===== config.mk =====
export PLATFORM = sky130hd
export DESIGN_NAME = rx_cmd_packer
export DESIGN_NICKNAME = d
export VERILOG_FILES = /design/src/rtl/rx_cmd_packer.sv
export SDC_FILE = /design/constraint.sdc
export NUM_CORES = 2
export LEC_CHECK = 0
export CORE_ASPECT_RATIO = 1.1
export CORE_MARGIN = 1.5
export CORE_UTILIZATION = 46
export CTS_CLUSTER_DIAMETER = 50
export CTS_CLUSTER_SIZE = 12
export DETAILED_ROUTE_END_ITERATION = 8
export PLACE_DENSITY = 0.7
export SLEW_MARGIN = 15
export SYNTH_ARGS = -nofsm -noshare
export SYNTH_HDL_FRONTEND = slang
export SYNTH_SLANG_ARGS = --single-unit

===== constraint.sdc =====
create_clock -name rxclk -period 12.02 [get_ports rxclk]
set_clock_uncertainty 0.1 [all_clocks]
set_input_delay 2.404 -clock rxclk [delete_from_list [all_inputs] [get_ports rxclk]]
set_output_delay 2.404 -clock rxclk [all_outputs]
set_load 0.05 [all_outputs]

===== src/rtl/rx_cmd_packer.sv =====
// rtl/rx_cmd_packer.sv - control-channel response packer: one 256x16 packet with in-band header, zero-padded
// Define RX_CMD_TIMESTAMP_EN to stamp adc_time into header words 2/3; otherwise they carry 16'hFFFF.
module rx_cmd_packer #(
   parameter int         PKT_WORDS = 256,
   parameter int         HDR_WORDS = 4,
   parameter logic [4:0] CTRL_CHAN = 5'h1F
) (
   input  logic        rxclk,
   input  logic        reset_n,
   input  logic [31:0] adc_time,
   input  logic [15:0] rx_databus,
   input  logic        rx_WR,
   input  logic        rx_WR_done,
   output logic        rx_WR_enabled,
   output logic        pkt_ready,
   input  logic        RD,
   output logic [15:0] dataout,
   output logic        overrun,
   input  logic        clear_status
);
   localparam int            AW        = $clog2(PKT_WORDS);
   localparam logic [AW-1:0] CAP       = AW'(PKT_WORDS - HDR_WORDS);
   localparam logic [AW-1:0] LAST_ADDR = AW'(PKT_WORDS - 1);
   localparam logic [AW:0]   HDR_OFS   = (AW+1)'(HDR_WORDS);

   typedef enum logic [2:0] {IDLE, FILL, SEAL, READY, DRAIN} state_t;

   state_t        state;
   logic [AW-1:0] wr_cnt;
   logic [AW-1:0] rd_addr;
   logic [1:0]    seal_idx;
   logic [31:0]   ts;

   logic [15:0]   ram [PKT_WORDS];
   logic          ram_we;
   logic [AW-1:0] ram_waddr;
   logic [15:0]   ram_wdata;
   logic [15:0]   hdr_word;

   logic          accepting;
   logic          wr_take;
   logic          wr_discard;
   logic          rd_take;
   logic          in_payload;
   logic [15:0]   rd_word;

   assign accepting     = (state == IDLE) || (state == FILL);
   assign rx_WR_enabled = accepting;
   assign wr_take       = accepting && rx_WR && (wr_cnt != CAP);
   assign wr_discard    = accepting && rx_WR && (wr_cnt == CAP);
   assign rd_take       = RD && ((state == READY) || (state == DRAIN));

   // Anything past the sealed payload reads as zero so a previous, longer packet never leaks out.
   assign in_payload = {1'b0, rd_addr} < (HDR_OFS + {1'b0, wr_cnt});
   assign rd_word    = in_payload ? ram[rd_addr] : 16'h0000;

`ifdef RX_CMD_TIMESTAMP_EN
   always_ff @(posedge rxclk or negedge reset_n) begin
      if (!reset_n) begin
         ts <= '0;
      end else if ((state == IDLE) && (rx_WR || rx_WR_done)) begin
         ts <= adc_time;
      end
   end
`else
   logic unused_adc_time;
   assign unused_adc_time = ^adc_time;
   assign ts              = 32'hFFFF_FFFF;
`endif

   always_comb begin
      hdr_word = 16'h0000;
      case (seal_idx)
         2'd0:    hdr_word = 16'({wr_cnt, 1'b0});
         2'd1:    hdr_word = {11'b0, CTRL_CHAN};
         2'd2:    hdr_word = ts[15:0];
         default: hdr_word = ts[31:16];
      endcase
   end

   always_comb begin
      ram_we    = 1'b0;
      ram_waddr = '0;
      ram_wdata = rx_databus;
      if (wr_take) begin
         ram_we    = 1'b1;
         ram_waddr = HDR_OFS[AW-1:0] + wr_cnt;
      end else if (state == SEAL) begin
         ram_we    = 1'b1;
         ram_waddr = AW'(seal_idx);
         ram_wdata = hdr_word;
      end
   end

   always_ff @(posedge rxclk) begin
      if (ram_we) begin
         ram[ram_waddr] <= ram_wdata;
      end
   end

   always_ff @(posedge rxclk or negedge reset_n) begin
      if (!reset_n) begin
         state     <= IDLE;
         wr_cnt    <= '0;
         rd_addr   <= '0;
         seal_idx  <= 2'd0;
         pkt_ready <= 1'b0;
         dataout   <= 16'h0000;
         overrun   <= 1'b0;
      end else begin
         if (wr_discard) begin
            overrun <= 1'b1;
         end else if (clear_status) begin
            overrun <= 1'b0;
         end

         if (wr_take) begin
            wr_cnt <= wr_cnt + 1'b1;
         end

         if (rd_take) begin
            dataout <= rd_word;
            rd_addr <= rd_addr + 1'b1;
         end

         case (state)
            IDLE, FILL: begin
               if (rx_WR_done) begin
                  state <= SEAL;
               end else if (rx_WR) begin
                  state <= FILL;
               end
            end
            SEAL: begin
               seal_idx <= seal_idx + 1'b1;
               if (seal_idx == 2'd3) begin
                  state     <= READY;
                  pkt_ready <= 1'b1;
               end
            end
            READY: begin
               if (RD) begin
                  pkt_ready <= 1'b0;
                  state     <= DRAIN;
               end
            end
            DRAIN: begin
               if (RD && (rd_addr == LAST_ADDR)) begin
                  state   <= IDLE;
                  wr_cnt  <= '0;
                  rd_addr <= '0;
               end
            end
            default: state <= IDLE;
         endcase
      end
   end

endmodule

==> impl_results.md <==
- Status: complete, no violations
- Area Growth Syn to Fin: 11.13%
- Family with the most delay on the worst path: compound AO/OA/AOI/OAI gates
- Net Sw Frac: 33.77%
- Filler cells: 26.48k
- DR vias/cell: 6.404
- Synth Cell Area: 161300 um^2
- Crit Path Class: reg2reg
- Max Slew Vio Count: 0
- Antenna viol nets, final: 0
- DP Worst Slack: 5.481 ns
- Synth Area in Simple Gates: 2.387%
- Antenna violations before repair: 27
- Synth Area in XOR/XNOR: 0.09774%
- Flops & latches, synth: 4135
- Setup Fix Bufs, Post-CTS: 0
- CP cell instances: buf_4 -> buf_4 -> mux4_2 -> o21ai_0 -> a221oi_1 -> nor2_1 -> a31oi_1 -> nand3_1 -> o41ai_1
- P_sw: 15.28 mW
- Number of global-route vias before repair: 81.56k
- Initial DRC count: 11.84k
- Period utilization: 48.46%
- RSZ-0062 raised after global routing: no
- Gr ovfl total: 0
- Final Setup Violations: 0
- H-tree levels: 5
- WL per Instance: 33.93 um
- Sequential power share: 43.4%
- Combinational fraction of design power: 31.0%
- Fmax: 171.7 MHz
- Power per cell area: 252.4 nW/um^2
- Worst Max-Slew Pin Slew: 1.498 ns
- Maximum VDD drop: 0.0002941 V
- CTS tree: yes
- Post-layout min period: 5.825 ns
- Sink Count: 4135
- Slew Limit Headroom: 0.1159%
- Final WL: 436400 um
- Cts hold-fix bufs: 0
- Worst EP arrival: 6.54 ns
- Worst R2R Start: rd_addr[0]$_DFF_PN0_
- Worst Setup SP: rd_addr[0]$_DFF_PN0_
- Post-synthesis compound-gate area fraction: 3.881%
- Final hold vios: 0
- Commonest non-fill, non-tap cell in the layout: edfxtp_1
- Pin count of the biggest net entering global routing: 216
- Slowest stage delay, CP: 1.05 ns
- Die height: 624.0 um
- CTS max path bufs: 4
- Pleak: 56.33 nW
- FP Rows: 227
- Adder-cell share of the synthesized area: 0.1164%
- Detailed-route via count: 82.37k
- Nets@finish: 8192
- Post_cts resized: 0
- Port buffer count: 40
- Syn. warnings: 0
- Async SR Flop Fraction: 0.9432%
- Worst hold path type: reg2reg
- First-pass GRT wire length: 614400 um
- Placed Area: 167700 um^2
- Unique masters post-synth: 79
- CTS Buf Count: 407
- Die Span X: 567.6 um
- Number of flops mapped to enable cells by yosys: 4096
- Utilization after layout: 51.47%
- Highest net fanout along the worst path: 49
- Clk slew on worst S/H paths: 0.06 ns
- Post-Syn Area per Cell: 20.89 um^2
- Startpoint types: flop
- Skew-Pair Late Insertion Delay: 0.96 ns
- Buffers & Inverters on Critical Path: 2
- Top post-synthesis cells by area: edfxtp_1, mux4_2, mux2i_1, a22oi_1, a221oi_1
- Main flop type after synthesis: edfxtp_1
- Remaining DRCs: 0
- Post-synthesis cell count: 7721
- Worst EP required: 12.73 ns
- Max-Cap Viols: 0
- Share of cells above drive strength 1: 21.49%
- Die area: 354200 um^2
- Drt first pass iters: 8
- GRT Overall Usage: 24.37%
- Synth area leader: edfxtp_1
- Syn nets: 7790
- CP most frequent cell: buf_4
- GP Congestion: 0.9132
- Commonest cells after routing, fill and taps aside: edfxtp_1, mux4_2, mux2i_1
- Worst path slowest cell: dfrtp_4
- CP endpoint kind: flop
- Largest family of logic cells by synthesized area: multiplexers
- Multiplexer area fraction after synthesis: 14.45%
- Setup TNS: 0 ns
- Post-route cell area: 179200 um^2
- I/O Pins: 73
- Final setup margin: 6.195 ns
- Core ar.: 348200 um^2
- Top-area cell type share of the netlist area: 76.26%
- Total Power: 45.25 mW
- Register area share after synthesis: 76.86%
- Root Buffer: clkbuf_16
- Detailed Place HPWL: 255100 um
- P_int: 29.97 mW
- Initial Utilization: 46.32%
- Hold wc startpoint: pkt_ready$_DFFE_PN0P_
- Clock Power Share: 25.6%
-- stage by stage --
stage | hold WS, ns | instances
2_1_floorplan | 0.3936 | 7721
3_3_place_gp | 0.4108 | 12293
3_5_place_dp | 0.4102 | 12293
4_1_cts | 0.4258 | 12848
5_1_grt | 0.4853 | 12851
6_report | 0.4194 | 12862
-- final timing paths --
path                                     endpoint  slack [ns]  depth (start not counted)
max in group asynchronous    rd_addr[2]$_DFF_PN0_        9.77                          2
min in group asynchronous   pkt_ready$_DFFE_PN0P_        1.48                          2
min                         pkt_ready$_DFFE_PN0P_        0.42                          2
max                        dataout[9]$_DFFE_PN0P_        6.19                          9
max reg2reg                dataout[9]$_DFFE_PN0P_        6.19                          9
min reg2reg                 pkt_ready$_DFFE_PN0P_        0.42                          2
-- tightest hold or removal path: stages, from the launching register on --
cell,delay [ns]
dfrtp_1,0.37
nand2_1,0.06
o21ai_0,0.06
-- final cells by class --
cell class | instances | area [um^2] | area share (%)
multi-input combinational | 3113 | 34120 | 19.03
tap | 4580 | 5731 | 3.197
sequential | 4135 | 124000 | 69.18
inverter | 15 | 71.32 | 0.03979
clock buffer | 482 | 10750 | 5.998
timing repair buffer | 451 | 3801 | 2.121
clock inverter | 73 | 748.2 | 0.4174
antenna | 13 | 32.53 | 0.01815
-- power by group through the flow --
stage                     Sequential, mW  Clock [mW]  Combinational (mW)
after floorplan                     20.9           0                8.70
after global routing                19.6        12.2                14.6
final                               19.6        11.6                14.0
after CTS                           19.6        11.7                13.9
after global placement              19.9           0                13.5
after detailed placement            19.9           0                13.8
-- synth_stat cells, drive strengths merged (6+ instances only) --
library cell  count
a31oi            25
a32oi             9
a311oi            6
a22oi           215
ha               15
nor2            369
nor4             10
a32o              6
mux4            786
o21ai           174
nand4            26
o221ai           14
buf             267
dfrtp            39
inv              15
nor2b            14
a221o            15
clkbuf          188
xor2              7
nand3           155
o41ai             8
and2              8
edfxtp         4096
xnor2            11
o211ai           37
o22ai            39
nor3             32
a221oi          167
or2              10
nand2           200
and3             18
a21oi            85
a211oi           22
mux2             45
o31ai             8
o2bb2ai          12
nand2b           21
mux2i           495
-- per-layer routing --
layer	GRT usage (%)	up-vias	wire length, um
li1	-	32972	-
met1	31.39	43217	155500
met2	38.09	5189	204800
met3	6.229	975	48950
met4	13.23	16	27120
met5	0	-	94
-- cell families after synthesis --
| logic type | after synthesis |
|---|---|
| buffers and inverters | 473 |
| adder cells (fa/ha/maj) | 15 |
| AO/OA/AOI/OAI | 877 |
| AND/OR/NAND/NOR | 877 |
| flip-flops | 4135 |
| multiplexers | 1326 |
| XOR/XNOR | 18 |
-- flip-flops by register name, summed over array words and instances (netlist names) --
signal     count
ram         4096
wr_cnt         8
rd_addr        8
dataout       16
overrun        1
state          3
pkt_ready      1
seal_idx       2
Note: power is estimated with default switching activity, not from simulation.
